## src/rtl/trigger_seq_pkg.sv

```systemverilog
// trigger_seq_pkg
//   Shared types and constants for the trigger sequencer: matcher mode
//   encoding, sequencer state encoding, register word addresses and
//   stage-config field offsets.
package trigger_seq_pkg;

  typedef enum logic [1:0] {
    MODE_LEVEL  = 2'b00,
    MODE_RISE   = 2'b01,
    MODE_CHANGE = 2'b10,
    MODE_OFF    = 2'b11
  } mode_e;

  typedef enum logic [1:0] {
    ST_IDLE  = 2'd0,
    ST_ARMED = 2'd1,
    ST_FIRED = 2'd2
  } state_e;

  localparam logic [7:0] ADR_CTRL    = 8'h00;
  localparam logic [7:0] ADR_MODE    = 8'h01;
  localparam logic [7:0] ADR_MATCH   = 8'h10;
  localparam logic [7:0] ADR_STAGE   = 8'h20;
  localparam logic [7:0] ADR_TIMEOUT = 8'h30;

  localparam int CTRL_EN_BIT  = 0;
  localparam int CTRL_ARM_BIT = 1;

  localparam int SCF_SEL_LSB  = 0;
  localparam int SCF_COMB_BIT = 8;
  localparam int SCF_CNT_LSB  = 16;

endpackage

```

## src/rtl/trigger_matcher.sv

```systemverilog
// trigger_matcher
//   One mask/value matcher producing a combinational hit for the current
//   sample.
//   sample - sample being transferred now
//   prev   - previously transferred sample
//   mask   - bits taking part in the compare
//   value  - compare value (ignored in change mode)
//   mode   - LEVEL / RISE / CHANGE / OFF
//   hit    - match result
module trigger_matcher
  import trigger_seq_pkg::*;
#(
  parameter int SDW = 32
) (
  input  logic [SDW-1:0] sample,
  input  logic [SDW-1:0] prev,
  input  logic [SDW-1:0] mask,
  input  logic [SDW-1:0] value,
  input  mode_e          mode,
  output logic           hit
);

  logic level_now;
  logic level_prev;

  always_comb begin
    level_now  = ((sample ^ value) & mask) == '0;
    level_prev = ((prev ^ value) & mask) == '0;
    case (mode)
      MODE_LEVEL:  hit = level_now;
      MODE_RISE:   hit = level_now & ~level_prev;
      MODE_CHANGE: hit = ((sample ^ prev) & mask) != '0;
      default:     hit = 1'b0;
    endcase
  end

endmodule

```

## src/rtl/trigger_seq.sv

```systemverilog
// trigger_seq
//   Multi-matcher, multi-stage trigger sitting between the capture sampler
//   and the sample buffer. Samples pass through a 1-deep register slice and
//   each beat is tagged with matcher hits, a stage-advance flag and a fire
//   flag. Configured through a write-only register bus.
//   Optional build macro TRIGGER_SEQ_TIMEOUT_EN adds per-stage timeouts.
//
//   clk, rst         - clock, async active-high reset
//   bus_w*           - register write port (always ready outside reset)
//   sti_t*           - input sample stream
//   sto_t*           - output sample stream; sto_tevent = {fire, advance, hits}
//
//   state | meaning
//   IDLE  | disabled or never armed, no stage evaluation
//   ARMED | evaluating the current stage on each input transfer
//   FIRED | last stage completed, holding until re-armed
module trigger_seq
  import trigger_seq_pkg::*;
#(
  parameter int BAW = 8,
  parameter int BDW = 32,
  parameter int SDW = 32,
  parameter int TMN = 4,
  parameter int TSN = 4,
  parameter int TCW = 16
) (
  input  logic           clk,
  input  logic           rst,
  output logic           bus_wready,
  input  logic           bus_wvalid,
  input  logic [BAW-1:0] bus_waddr,
  input  logic [BDW-1:0] bus_wdata,
  output logic           sti_tready,
  input  logic           sti_tvalid,
  input  logic [SDW-1:0] sti_tdata,
  input  logic           sto_tready,
  output logic           sto_tvalid,
  output logic [TMN+1:0] sto_tevent,
  output logic [SDW-1:0] sto_tdata
);

  localparam int SEW = TMN + 2;
  localparam int SIW = (TSN > 1) ? $clog2(TSN) : 1;

  logic           en_q, en_d;
  logic [2*TMN-1:0] mode_q, mode_d;
  logic [SDW-1:0] mask_q [TMN];
  logic [SDW-1:0] mask_d [TMN];
  logic [SDW-1:0] value_q [TMN];
  logic [SDW-1:0] value_d [TMN];
  logic [TMN-1:0] sel_q [TSN];
  logic [TMN-1:0] sel_d [TSN];
  logic [TSN-1:0] comb_q, comb_d;
  logic [TCW-1:0] hcnt_q [TSN];
  logic [TCW-1:0] hcnt_d [TSN];
`ifdef TRIGGER_SEQ_TIMEOUT_EN
  logic [TCW-1:0] tmo_q [TSN];
  logic [TCW-1:0] tmo_d [TSN];
  logic [TCW-1:0] tmo_cnt_q, tmo_cnt_d;
`endif

  state_e         state_q, state_d;
  logic [SIW-1:0] stage_q, stage_d;
  logic [TCW-1:0] cnt_q, cnt_d;
  logic [SDW-1:0] prev_q, prev_d;
  logic           sto_tvalid_q, sto_tvalid_d;
  logic [SEW-1:0] sto_tevent_q, sto_tevent_d;
  logic [SDW-1:0] sto_tdata_q, sto_tdata_d;

  logic           wr;
  logic           arm_go;
  logic           in_xfer;
  logic [TMN-1:0] hit;
  logic [TMN-1:0] sel_cur;
  logic [TCW-1:0] target;
  logic           cond;
  logic           reach;
  logic           adv;
  logic           fire;
  logic           unused_wdata;

  assign unused_wdata = ^bus_wdata;

  assign bus_wready = ~rst;
  assign wr         = bus_wvalid & bus_wready;
  assign sti_tready = sto_tready | ~sto_tvalid_q;
  assign in_xfer    = sti_tvalid & sti_tready;

  // Register write decode
  always_comb begin
    en_d   = en_q;
    mode_d = mode_q;
    mask_d = mask_q;
    value_d = value_q;
    sel_d  = sel_q;
    comb_d = comb_q;
    hcnt_d = hcnt_q;
`ifdef TRIGGER_SEQ_TIMEOUT_EN
    tmo_d  = tmo_q;
`endif
    arm_go = 1'b0;
    if (wr) begin
      if (bus_waddr == BAW'(ADR_CTRL)) begin
        en_d   = bus_wdata[CTRL_EN_BIT];
        // Arm only takes when the same write also enables the block
        arm_go = bus_wdata[CTRL_ARM_BIT] & bus_wdata[CTRL_EN_BIT];
      end
      if (bus_waddr == BAW'(ADR_MODE)) mode_d = bus_wdata[2*TMN-1:0];
      for (int m = 0; m < TMN; m++) begin
        if (bus_waddr == BAW'(ADR_MATCH + 2*m))     mask_d[m]  = SDW'(bus_wdata);
        if (bus_waddr == BAW'(ADR_MATCH + 2*m + 1)) value_d[m] = SDW'(bus_wdata);
      end
      for (int s = 0; s < TSN; s++) begin
        if (bus_waddr == BAW'(ADR_STAGE + s)) begin
          sel_d[s]  = bus_wdata[SCF_SEL_LSB +: TMN];
          comb_d[s] = bus_wdata[SCF_COMB_BIT];
          hcnt_d[s] = bus_wdata[SCF_CNT_LSB +: TCW];
        end
`ifdef TRIGGER_SEQ_TIMEOUT_EN
        if (bus_waddr == BAW'(ADR_TIMEOUT + s)) tmo_d[s] = bus_wdata[TCW-1:0];
`endif
      end
    end
  end

  for (genvar m = 0; m < TMN; m++) begin : g_match
    trigger_matcher #(.SDW(SDW)) u_match (
      .sample (sti_tdata),
      .prev   (prev_q),
      .mask   (mask_q[m]),
      .value  (value_q[m]),
      .mode   (mode_e'(mode_q[2*m +: 2])),
      .hit    (hit[m])
    );
  end

  // Stage condition; an empty select never matches
  always_comb begin
    sel_cur = sel_q[stage_q];
    cond    = (sel_cur != '0) &&
              (comb_q[stage_q] ? ((hit & sel_cur) != '0) : ((hit & sel_cur) == sel_cur));
    target  = (hcnt_q[stage_q] == '0) ? TCW'(1) : hcnt_q[stage_q];
    // >= rather than == keeps the counter saturated if the count is lowered mid-run
    reach   = ({1'b0, cnt_q} + 1'b1) >= {1'b0, target};
  end

  always_comb begin
    state_d = state_q;
    stage_d = stage_q;
    cnt_d   = cnt_q;
    adv     = 1'b0;
    fire    = 1'b0;
`ifdef TRIGGER_SEQ_TIMEOUT_EN
    tmo_cnt_d = tmo_cnt_q;
`endif
    if (arm_go) begin
      state_d = ST_ARMED;
      stage_d = '0;
      cnt_d   = '0;
`ifdef TRIGGER_SEQ_TIMEOUT_EN
      tmo_cnt_d = '0;
`endif
    end else if (!en_q) begin
      state_d = ST_IDLE;
      stage_d = '0;
      cnt_d   = '0;
    end else if (state_q == ST_ARMED && in_xfer) begin
      if (cond && reach) begin
        adv   = 1'b1;
        cnt_d = '0;
`ifdef TRIGGER_SEQ_TIMEOUT_EN
        tmo_cnt_d = '0;
`endif
        if (stage_q == SIW'(TSN-1)) begin
          state_d = ST_FIRED;
          fire    = 1'b1;
          stage_d = '0;
        end else begin
          stage_d = stage_q + 1'b1;
        end
      end else begin
        if (cond) cnt_d = cnt_q + 1'b1;
`ifdef TRIGGER_SEQ_TIMEOUT_EN
        if (tmo_q[stage_q] != '0) begin
          if (({1'b0, tmo_cnt_q} + 1'b1) >= {1'b0, tmo_q[stage_q]}) begin
            stage_d   = '0;
            cnt_d     = '0;
            tmo_cnt_d = '0;
          end else begin
            tmo_cnt_d = tmo_cnt_q + 1'b1;
          end
        end
`endif
      end
    end
  end

  // Output register slice
  always_comb begin
    sto_tvalid_d = sto_tvalid_q;
    sto_tevent_d = sto_tevent_q;
    sto_tdata_d  = sto_tdata_q;
    prev_d       = prev_q;
    if (in_xfer) begin
      sto_tvalid_d = 1'b1;
      sto_tevent_d = {fire, adv, hit};
      sto_tdata_d  = sti_tdata;
      prev_d       = sti_tdata;
    end else if (sto_tready) begin
      sto_tvalid_d = 1'b0;
    end
  end

  always_ff @(posedge clk or posedge rst) begin
    if (rst) begin
      en_q   <= 1'b0;
      mode_q <= '0;
      comb_q <= '0;
      for (int m = 0; m < TMN; m++) begin
        mask_q[m]  <= '0;
        value_q[m] <= '0;
      end
      for (int s = 0; s < TSN; s++) begin
        sel_q[s]  <= '0;
        hcnt_q[s] <= '0;
`ifdef TRIGGER_SEQ_TIMEOUT_EN
        tmo_q[s]  <= '0;
`endif
      end
`ifdef TRIGGER_SEQ_TIMEOUT_EN
      tmo_cnt_q <= '0;
`endif
      state_q      <= ST_IDLE;
      stage_q      <= '0;
      cnt_q        <= '0;
      prev_q       <= '0;
      sto_tvalid_q <= 1'b0;
      sto_tevent_q <= '0;
      sto_tdata_q  <= '0;
    end else begin
      en_q    <= en_d;
      mode_q  <= mode_d;
      mask_q  <= mask_d;
      value_q <= value_d;
      sel_q   <= sel_d;
      comb_q  <= comb_d;
      hcnt_q  <= hcnt_d;
`ifdef TRIGGER_SEQ_TIMEOUT_EN
      tmo_q     <= tmo_d;
      tmo_cnt_q <= tmo_cnt_d;
`endif
      state_q      <= state_d;
      stage_q      <= stage_d;
      cnt_q        <= cnt_d;
      prev_q       <= prev_d;
      sto_tvalid_q <= sto_tvalid_d;
      sto_tevent_q <= sto_tevent_d;
      sto_tdata_q  <= sto_tdata_d;
    end
  end

  assign sto_tvalid = sto_tvalid_q;
  assign sto_tevent = sto_tevent_q;
  assign sto_tdata  = sto_tdata_q;

endmodule

```

## config.mk

```make
export PLATFORM = sky130hd
export DESIGN_NAME = trigger_seq
export DESIGN_NICKNAME = d
export VERILOG_FILES = /design/src/rtl/trigger_seq_pkg.sv /design/src/rtl/trigger_matcher.sv /design/src/rtl/trigger_seq.sv
export SDC_FILE = /design/constraint.sdc
export NUM_CORES = 1
export LEC_CHECK = 0
export CAP_MARGIN = 30
export CORE_UTILIZATION = 40
export CTS_CLUSTER_SIZE = 14
export DETAILED_ROUTE_END_ITERATION = 8
export PLACE_DENSITY = 0.57
export SLEW_MARGIN = 10
export SYNTH_ARGS = -nofsm -noshare
export SYNTH_HDL_FRONTEND = slang
export SYNTH_SLANG_ARGS = --single-unit
```

## constraint.sdc

```tcl
create_clock -name clk -period 17.5 [get_ports clk]
set_clock_uncertainty 0.05 [all_clocks]
set_input_delay 4.375 -clock clk [delete_from_list [all_inputs] [get_ports clk]]
set_output_delay 4.375 -clock clk [all_outputs]
set_load 0.02 [all_outputs]
```

==> results of run 1 <==
-- per-layer routing --
metal / GRT usage (%) / vias up
met5: 0 / -
met3: 5.29 / 96
met2: 46.1 / 589
li1: - / 6415
met1: 48.2 / 8197
met4: 8.22 / 2
-- how the worst max path moves through the flow --
stage                             to  slack, ps  cells after the start
after floorplan           bus_wready        220                      1
after global placement    bus_wready       6930                      3
after detailed placement  bus_wready       6920                      3
after CTS                 bus_wready       6920                      3
after global routing      bus_wready       6840                      3
final                     bus_wready       6930                      3
-- sequential cells by signal, summed over array words and instances, names as in the netlist, 6 cells and up --
register,flops
sto_tevent,6
mask_q,128
sto_tdata,32
sel_q,16
value_q,128
mode_q,8
hcnt_q,64
cnt_q,16
-- report_power, final --
group,total (W),switching [W],leakage [nW],internal [W]
Clock,0.000999,0.000408,0.765,0.000590
Sequential,0.00105,0.0000741,5.58,0.000978
Combinational,0.000347,0.000221,5.40,0.000126
-- stage by stage --
stage	total power [W]	hold slack [ps]
finish	0.00240	449
global route	0.00247	460
CTS	0.00241	451
detailed placement	0.00141	438
global placement	0.00141	418
floorplan	0.00123	424
-- cell families after synthesis --
logic type               synth area share (%)
multiplexers                             22.6
flip-flops                               47.3
XOR/XNOR                                 12.3
AO/OA/AOI/OAI                            8.51
AND/OR/NAND/NOR                          4.83
buffers and inverters                    3.38
adder cells (fa/ha/maj)                  1.04
-- Yosys cell counts, types with 5 or more instances --
master,n,area [sq um]
sky130_fd_sc_hd__buf_1,20,75.1
sky130_fd_sc_hd__inv_1,20,75.1
sky130_fd_sc_hd__xor2_1,292,2560
sky130_fd_sc_hd__mux4_2,21,473
sky130_fd_sc_hd__a22o_1,6,52.6
sky130_fd_sc_hd__o311ai_0,8,70.1
sky130_fd_sc_hd__a22oi_1,176,1320
sky130_fd_sc_hd__nand2b_1,6,37.5
sky130_fd_sc_hd__nor4_1,13,81.3
sky130_fd_sc_hd__and3_1,7,43.8
sky130_fd_sc_hd__buf_6,10,113
sky130_fd_sc_hd__o21ai_0,15,75.1
sky130_fd_sc_hd__nor2_1,11,41.3
sky130_fd_sc_hd__buf_2,58,290
sky130_fd_sc_hd__clkbuf_1,47,176
sky130_fd_sc_hd__nand2_1,52,195
sky130_fd_sc_hd__or3_1,7,43.8
sky130_fd_sc_hd__o22a_1,5,43.8
sky130_fd_sc_hd__mux2i_1,10,100
sky130_fd_sc_hd__xnor2_1,10,87.6
sky130_fd_sc_hd__ha_1,18,225
sky130_fd_sc_hd__nand3_1,14,70.1
sky130_fd_sc_hd__mux2_2,381,4290
sky130_fd_sc_hd__nand4_1,56,350
sky130_fd_sc_hd__dfrtp_1,408,10200
-- cell type report --
| type | count | area (sq um) |
|---|---|---|
| Tap cell | 688 | 861 |
| Fill cell | 4862 | 28200 |
| Inverter | 20 | 82.6 |
| Multi-Input combinational cell | 1166 | 10600 |
| Timing Repair Buffer | 141 | 1370 |
| Sequential cell | 408 | 10200 |
| Clock inverter | 17 | 204 |
| Clock buffer | 65 | 1340 |
-- critical path, cell delays in order --
cell                              delay, ps
sky130_fd_sc_hd__clkdlybuf4s50_1        510
sky130_fd_sc_hd__inv_8                  460
sky130_fd_sc_hd__clkdlybuf4s50_1        720
==> flow_metrics.env, run 1 <==
export IMPL_outcome="complete, but fails checks"
export IMPL_setup_tns_ps=0
export IMPL_tritoncts="yes"
export IMPL_violations_in_the_final_reports="design-rule violations"
export IMPL_r2r_cells=16
export IMPL_crit_path_end_kind="output pin"
export IMPL_fin_area_sq_um=24700
export IMPL_timing_critical_path_from_type="input port"
export IMPL_postCtsSetupRepairBufs=0
export IMPL_timing_worst_setup_path_type="in -> out"
export IMPL_global_route_usage_total_pct=31.6
export IMPL_finalMaxSlewViolations=0
export IMPL_vias_in_the_first_global_route=15100
export IMPL_most_common_layout_cells="408 x sky130_fd_sc_hd__dfrtp_1, 381 x sky130_fd_sc_hd__mux2_2, 292 x sky130_fd_sc_hd__xor2_1"
export IMPL_cellLeakagePower_nw=11.7
export IMPL_final_nets=1879
export IMPL_ctsHtreeMaxLevel=2
export IMPL_first_pass_drt_iterations=7
export IMPL_detail_route_wirelength_met1_mm=40.7
export IMPL_post_route_antenna_net_violation_count=0
export IMPL_timing_rr_start="stage_q[0]"
export IMPL_highest_layer="met5"
export IMPL_met2RoutedLength_mm=36.6
export IMPL_placed_cells_incl_taps=2422
export IMPL_min_to="comb_q[3]"
export IMPL_r2r_setup_slack_ps=12070
export IMPL_clkLatencyLatePin_ps=610
export IMPL_worst_path_max_fanout=75
export IMPL_vdd_ir_drop_worst_mv=0.0667
export IMPL_synth_async_reset_ratio_pct=100
export IMPL_cts_hold_repair_buffers=0
export IMPL_num_antenna_cells=0
export IMPL_synthesized_area_per_cell_sq_um=12.5
export IMPL_synthesis_area_sq_um=21600
export IMPL_relSlewSlack_pct=31.8
export IMPL_worst_hold_path_num_cells=1
export IMPL_rows=84
export IMPL_hold_path_startpoint="comb_q[3]"
export IMPL_floorplan_die_width_microns=234
export IMPL_synth_cell_types=55
export IMPL_synth_edf_count=0
export IMPL_seq_area_frac_synth_pct=47.3
export IMPL_final_layout_size_suffix_gt1_share_pct=28.2
export IMPL_detailedRoute_firstIterationViolations=1670
export IMPL_dp_hpwl_mm=64.2
export IMPL_wl_met3_mm=5.92
export IMPL_final_setup_viol_count=0
export IMPL_final_cells=2505
export IMPL_max_cap_violations=0
export IMPL_cp_required_ps=13080
export IMPL_clock_root_buffer="sky130_fd_sc_hd__clkbuf_16"
export IMPL_synth_warning_count=0
export IMPL_avgViaCountPerCell=6.11
export IMPL_overflow=0
export IMPL_grt_start_max_net_pins=76
export IMPL_layout_cells_most_common="sky130_fd_sc_hd__dfrtp_1"
export IMPL_fin_ws_ps=6930
export IMPL_ys_flop_type="sky130_fd_sc_hd__dfrtp_1"
export IMPL_route_detailed_wl_per_inst_microns=34.0
export IMPL_tightest_slew_ps=1020
export IMPL_layout_worst_path_cycle_share_pct=60.4
export IMPL_pre_cts_ws_ps=6920
export IMPL_post_route_drc_count=5
export IMPL_floorplan_die_area_sq_um=54800
export IMPL_layout_area_overhead_vs_synth_pct=14.6
export IMPL_starting_utilization_of_the_core_area_pct=40.8
export IMPL_gp_congestion=1.06
export IMPL_hold_path_class="reg -> reg"
export IMPL_synth_ff_latch_count=408
export IMPL_wl_mm=85.2
export IMPL_path_clk_slew_ps=60
export IMPL_sink_count_of_the_clock_tree=408
export IMPL_unrepaired_setup_endpoints_after_global_routing="false"
export IMPL_longest_clk_path_bufs=3
export IMPL_power_density_cell_area_nw_per_um2=97.1
export IMPL_numCtsBuffers=47
export IMPL_floorplan_core_area_sq_um=52900
export IMPL_r2r_end="cnt_q[5]"
export IMPL_die_height_microns=234
export IMPL_worst_endpoint_arrival_ps=6140
export IMPL_worst_setup_path_startpoint="rst"
export IMPL_io_pins=118
export IMPL_number_of_instances_in_the_synthesized_netlist=1729
export IMPL_post_route_min_period_ps=10570
export IMPL_routed_via_count=15300
export IMPL_post_dp_cell_area_sq_um=23200
export IMPL_synth_fp_nets=1824
export IMPL_grt_antenna_before_repair=3
export IMPL_hold_violations=0
export IMPL_global_route_wire_length_before_repair_mm=119
export IMPL_portBuffers=117
export IMPL_ctsResizeCount=0
export IMPL_post_route_util_pct=46.7
export IMPL_max_clock_freq_ghz=0.0946
Power figures use the tool's default switching activity.
==> inputs of run 2 (changes only) <==
- PLACE_DENSITY: 0.57 -> 0.55
- clock period: 17.5 -> 10.9 ns (I/O delays scaled with it)
==> run 2 against run 1 <==
- highest routed layer is now met4
- combinational power rose by 61%
- hold slack is essentially flat
- critical endpoint unchanged
- clock power rose by 63%
- count of clock-buffer cells in the layout shrank 1
- the run still ends with design-rule violations left
- cell count unchanged
==> flow_metrics.env, run 2 (synthesized netlist as in run 1, its figures left out) <==
export IMPL_max_stage_delay_ps=810
export IMPL_cellLeakagePower_nw=11.8
export IMPL_clock_root_buffer="sky130_fd_sc_hd__clkbuf_16"
export IMPL_crit_path_frequent_cell="sky130_fd_sc_hd__clkdlybuf4s50_1"
export IMPL_path_clk_slew_ps=60
export IMPL_hold_path_startpoint="hcnt_q[15]"
export IMPL_cp_required_ps=8120
export IMPL_vias_in_the_first_global_route=15000
export IMPL_most_common_layout_cells="408 x sky130_fd_sc_hd__dfrtp_1, 381 x sky130_fd_sc_hd__mux2_2, 292 x sky130_fd_sc_hd__xor2_1"
export IMPL_tritoncts="yes"
export IMPL_max_clock_freq_ghz=0.135
export IMPL_avgViaCountPerCell=6.12
export IMPL_final_setup_viol_count=0
export IMPL_ctsHtreeMaxLevel=2
export IMPL_max_cap_violations=0
export IMPL_final_nets=1879
export IMPL_numCtsBuffers=46
export IMPL_cts_hold_repair_buffers=0
export IMPL_setup_tns_ps=0
export IMPL_clkLatencyLatePin_ps=610
export IMPL_fin_area_sq_um=24800
export IMPL_worst_path_dominant_cell_family="buffers and inverters"
export IMPL_hold_path_class="reg -> reg"
export IMPL_worst_hold_path_num_cells=1
export IMPL_min_to="hcnt_q[15]"
export IMPL_overflow=0
export IMPL_floorplan_die_width_microns=234
export IMPL_io_pins=118
export IMPL_layout_cells_most_common="sky130_fd_sc_hd__dfrtp_1"
export IMPL_finalMaxSlewViolations=0
export IMPL_cp_slowest_cell="sky130_fd_sc_hd__clkdlybuf4s50_1"
export IMPL_crit_path_end_kind="output pin"
export IMPL_post_route_antenna_net_violation_count=0
export IMPL_num_antenna_cells=0
export IMPL_route_detailed_wl_per_inst_microns=34.2
export IMPL_cp_buffers_inverters=4
export IMPL_first_pass_drt_iterations=9
export IMPL_r2r_end="cnt_q[14]"
export IMPL_tightest_slew_ps=1030
export IMPL_final_cells=2505
export IMPL_grt_antenna_before_repair=0
export IMPL_post_dp_cell_area_sq_um=23200
export IMPL_timing_critical_path_from_type="input port"
export IMPL_timing_worst_setup_path_type="in -> out"
export IMPL_wl_mm=85.6
export IMPL_dp_hpwl_mm=64.2
export IMPL_post_route_drc_count=9
export IMPL_longest_clk_path_bufs=3
export IMPL_portBuffers=117
export IMPL_placed_cells_incl_taps=2422
export IMPL_timing_rr_start="stage_q[0]"
export IMPL_layout_worst_path_cycle_share_pct=67.8
export IMPL_routed_via_count=15300
export IMPL_global_route_usage_total_pct=31.7
export IMPL_power_density_cell_area_nw_per_um2=156
export IMPL_starting_utilization_of_the_core_area_pct=40.8
export IMPL_r2r_cells=17
export IMPL_unrepaired_setup_endpoints_after_global_routing="false"
export IMPL_die_height_microns=234
export IMPL_final_layout_size_suffix_gt1_share_pct=28.5
export IMPL_vdd_ir_drop_worst_mv=0.113
export IMPL_floorplan_core_area_sq_um=52900
export IMPL_layout_area_overhead_vs_synth_pct=14.9
export IMPL_floorplan_die_area_sq_um=54800
export IMPL_relSlewSlack_pct=31.0
export IMPL_rows=84
export IMPL_grt_start_max_net_pins=176
export IMPL_violations_in_the_final_reports="design-rule violations"
export IMPL_global_route_wire_length_before_repair_mm=120
export IMPL_gp_congestion=1.05
export IMPL_biggestRegsByFlops="mask_q x128, value_q x128, hcnt_q x64"
export IMPL_postCtsSetupRepairBufs=0
export IMPL_sink_count_of_the_clock_tree=408
export IMPL_hold_violations=0
export IMPL_ctsResizeCount=0
export IMPL_outcome="complete, but fails checks"
export IMPL_critical_path_cell_chain="clkdlybuf4s50_1 -> clkinvlp_4 -> buf_4 -> clkdlybuf4s50_1"
export IMPL_power_total_w=0.00388
export IMPL_r2r_setup_slack_ps=5590
export IMPL_post_route_min_period_ps=7400
export IMPL_detailedRoute_firstIterationViolations=1506
export IMPL_worst_path_max_fanout=41
export IMPL_worst_endpoint_arrival_ps=4620
## run 2: layout make-up
| type | count | area (sq um) |
|---|---|---|
| clock inverters | 17 | 231 |
| fillers | 4808 | 28100 |
| clock buffers | 64 | 1330 |
| flip-flops and latches | 408 | 10200 |
| multi-input cells | 1166 | 10700 |
| well taps | 688 | 861 |
| inverters | 20 | 78.8 |
| repair buffers | 142 | 1410 |
## run 2: worst reg2reg max path: stages, from the launching register on
cell and delay (ps):
sky130_fd_sc_hd__dfrtp_1 660, sky130_fd_sc_hd__buf_4 440, sky130_fd_sc_hd__mux4_2 580, sky130_fd_sc_hd__inv_1 170, sky130_fd_sc_hd__nand4_1 140, sky130_fd_sc_hd__nor4_1 360, sky130_fd_sc_hd__a31o_2 210, sky130_fd_sc_hd__ha_1 140
sky130_fd_sc_hd__nor2b_1 50, sky130_fd_sc_hd__o21a_1 160, sky130_fd_sc_hd__o21a_1 170, sky130_fd_sc_hd__o211ai_1 160, sky130_fd_sc_hd__a31oi_1 100, sky130_fd_sc_hd__o311ai_0 540, sky130_fd_sc_hd__nand2_1 420, sky130_fd_sc_hd__nor2_1 570
sky130_fd_sc_hd__nand2_1 100, sky130_fd_sc_hd__mux2i_1 210
## run 2: report_power, final
| part | switching, W | internal (W) |
|---|---|---|
| Sequential | 0.000121 | 0.00157 |
| Clock | 0.000658 | 0.000970 |
| Combinational | 0.000353 | 0.000205 |
## run 2: worst max-delay path by stage
stage          from    endpoint  cells after the start
2_1_floorplan   rst  bus_wready                      1
3_3_place_gp    rst  bus_wready                      4
3_5_place_dp    rst  bus_wready                      4
4_1_cts         rst  bus_wready                      4
5_1_grt         rst  bus_wready                      4
6_report        rst  bus_wready                      4
## run 2: through the flow
stage,hold slack [ps],util [%],worst slack (ps)
2_1_floorplan,424,-,457
3_3_place_gp,425,43.8,3460
3_5_place_dp,437,43.8,3440
4_1_cts,451,46.8,3440
5_1_grt,456,46.9,3350
6_report,449,46.9,3500
## run 2: routing by layer
metal,share of wire [%],wire length [microns],global-route usage (%)
met5,0,0,0
met4,2.1,1770,7.02
met3,6.1,5230,4.07
met2,43,37100,46.6
met1,49,41500,49.0
==> inputs of run 3 (changes only) <==
- clock period: 10.9 -> 7.7 ns (I/O delays scaled with it)
==> run 3 against run 2 <==
- the run still ends with design-rule violations left
- hold slack worse by 7.3 ps
- die area unchanged
- wire length is 0.24% lower
- setup slack worse by 1400 ps
- clock power grew 43%
- first-iteration DRC count up 5.6%
- power rose by 42%
- critical path depth grew 7
- sequential power rose by 41%
- non-clock buffer count shrank 4
- combinational power up 42%
- critical path type is now in -> reg
==> flow_metrics.env, run 3 (synthesized netlist as in run 1, its figures left out) <==
export IMPL_outcome="complete, but fails checks"
export IMPL_violations_in_the_final_reports="design-rule violations"
export IMPL_timing_worst_setup_path_type="in -> reg"
export IMPL_layout_worst_path_cycle_share_pct=72.9
export IMPL_final_nets=1876
export IMPL_hold_path_class="reg -> reg"
export IMPL_numCtsBuffers=47
export IMPL_power_density_cell_area_nw_per_um2=222
export IMPL_cp_required_ps=8120
export IMPL_final_fill_count=4808
export IMPL_most_common_layout_cells="408 x sky130_fd_sc_hd__dfrtp_1, 381 x sky130_fd_sc_hd__mux2_2, 292 x sky130_fd_sc_hd__xor2_1"
export IMPL_rows=84
export IMPL_max_stage_delay_ps=590
export IMPL_layout_cells_most_common="sky130_fd_sc_hd__dfrtp_1"
export IMPL_ctsResizeCount=0
export IMPL_portBuffers=117
export IMPL_hold_violations=0
export IMPL_final_setup_viol_count=0
export IMPL_setup_tns_ps=0
export IMPL_sink_count_of_the_clock_tree=408
export IMPL_unrepaired_setup_endpoints_after_global_routing="false"
export IMPL_grt_antenna_before_repair=1
export IMPL_placed_cells_incl_taps=2418
export IMPL_longest_clk_path_bufs=3
export IMPL_worst_endpoint_arrival_ps=6040
export IMPL_power_total_w=0.00551
export IMPL_global_route_wire_length_before_repair_mm=120
export IMPL_die_height_microns=234
export IMPL_wl_mm=85.4
export IMPL_clock_root_buffer="sky130_fd_sc_hd__clkbuf_16"
export IMPL_grt_start_max_net_pins=168
export IMPL_post_route_min_period_ps=5610
export IMPL_postCtsSetupRepairBufs=0
export IMPL_cellLeakagePower_nw=11.7
export IMPL_worst_path_max_fanout=10
export IMPL_vdd_ir_drop_worst_mv=0.150
export IMPL_max_clock_freq_ghz=0.178
export IMPL_route_detailed_wl_per_inst_microns=34.0
export IMPL_overflow=0
export IMPL_biggestRegsByFlops="mask_q x128, value_q x128, hcnt_q x64"
export IMPL_floorplan_die_area_sq_um=54800
export IMPL_global_route_usage_total_pct=31.6
export IMPL_dp_hpwl_mm=64.3
export IMPL_clkLatencyLatePin_ps=600
export IMPL_layout_area_overhead_vs_synth_pct=14.8
export IMPL_detailedRoute_firstIterationViolations=1591
export IMPL_final_layout_size_suffix_gt1_share_pct=28.3
export IMPL_first_pass_drt_iterations=8
export IMPL_gp_congestion=1.05
export IMPL_cts_hold_repair_buffers=0
export IMPL_tritoncts="yes"
export IMPL_ctsHtreeMaxLevel=2
export IMPL_finalMaxSlewViolations=0
export IMPL_floorplan_core_area_sq_um=52900
export IMPL_floorplan_die_width_microns=234
export IMPL_io_pins=118
export IMPL_critical_path_cell_chain="clkdlybuf4s50_1 -> xor2_1 -> a22oi_1 -> nand4_1 -> nor4_1 -> o22ai_1 -> nand2b_1 -> o22a_1 -> o2111a_1 -> or3_1 -> mux2_4"
export IMPL_crit_path_end_kind="flip-flop"
export IMPL_post_route_drc_count=18
export IMPL_post_route_antenna_net_violation_count=0
export IMPL_relSlewSlack_pct=25.7
export IMPL_cp_slowest_cell="sky130_fd_sc_hd__clkdlybuf4s50_1"
export IMPL_path_clk_slew_ps=60
export IMPL_final_cells=2508
export IMPL_routed_via_count=15400
export IMPL_max_cap_violations=0
export IMPL_tightest_slew_ps=1110
export IMPL_vias_in_the_first_global_route=15200
export IMPL_avgViaCountPerCell=6.12
export IMPL_timing_critical_path_from_type="input port"
export IMPL_starting_utilization_of_the_core_area_pct=40.8
run 3: cell types whose count changed in the layout (fill, tap and decap cells not counted), sizes merged:
cell | previous run | this run
buf | 25 | 20
clkinvlp | 2 | 3
clkbuf | 64 | 67
diode | 0 | 1
clkinv | 9 | 12
run 3: final cells by class:
class | count | area (sq um) | area share, %
Sequential cell | 408 | 10200 | 41.2
Clock inverter | 21 | 280 | 1.13
Multi-Input combinational cell | 1166 | 10700 | 43.0
Tap cell | 688 | 861 | 3.48
Clock buffer | 66 | 1320 | 5.32
Antenna cell | 1 | 2.50 | 0.0101
Timing Repair Buffer | 138 | 1360 | 5.50
Inverter | 20 | 78.8 | 0.318
run 3: through the flow:
stage	cell area, sq um	hold slack [ps]	util (%)	setup WS (ps)
floorplan	21600	424	-	-1140
global placement	23100	423	43.8	1670
detailed placement	23100	438	43.8	1640
CTS	24700	451	46.8	2260
global route	24800	465	46.8	2110
finish	24800	442	46.8	2090
run 3: worst max-delay path: cells and delay by family:
| family | cells | cell delay [ps] |
|---|---|---|
| AOI/OAI and AO/OA | 4 | 1250 |
| xor gates and xnor gates | 1 | 270 |
| buffers and inverters | 1 | 590 |
| muxes | 1 | 340 |
| and+or+nand+nor | 4 | 1640 |
run 3: routing by layer:
layer / track usage [%] / part of all wire (%)
met1: 47.1 / 47
met2: 45.8 / 43
met3: 7.23 / 8.3
met4: 8.16 / 2.4
met5: 0 / 0
run 3: worst paths after layout:
path / cells after the start / from / endpoint / slack (ps)
worst min register to register: 2 / sto_tevent[2] / sto_tevent[2] / 440
max in group asynchronous: 6 / rst / value_q[68] / 3840
worst max-delay path: 11 / sti_tdata[31] / cnt_q[4] / 2090
worst min-delay path: 2 / sto_tevent[2] / sto_tevent[2] / 440
min in group asynchronous: 3 / rst / stage_q[0] / 1930
worst max register to register: 16 / stage_q[0] / cnt_q[5] / 2490
run 3: where the power goes:
part           switching, W  leakage, nW  internal (W)
Clock              0.000956        0.782       0.00137
Combinational      0.000506         5.38      0.000287
Sequential         0.000163         5.58       0.00222
Total               0.00162         11.7       0.00388
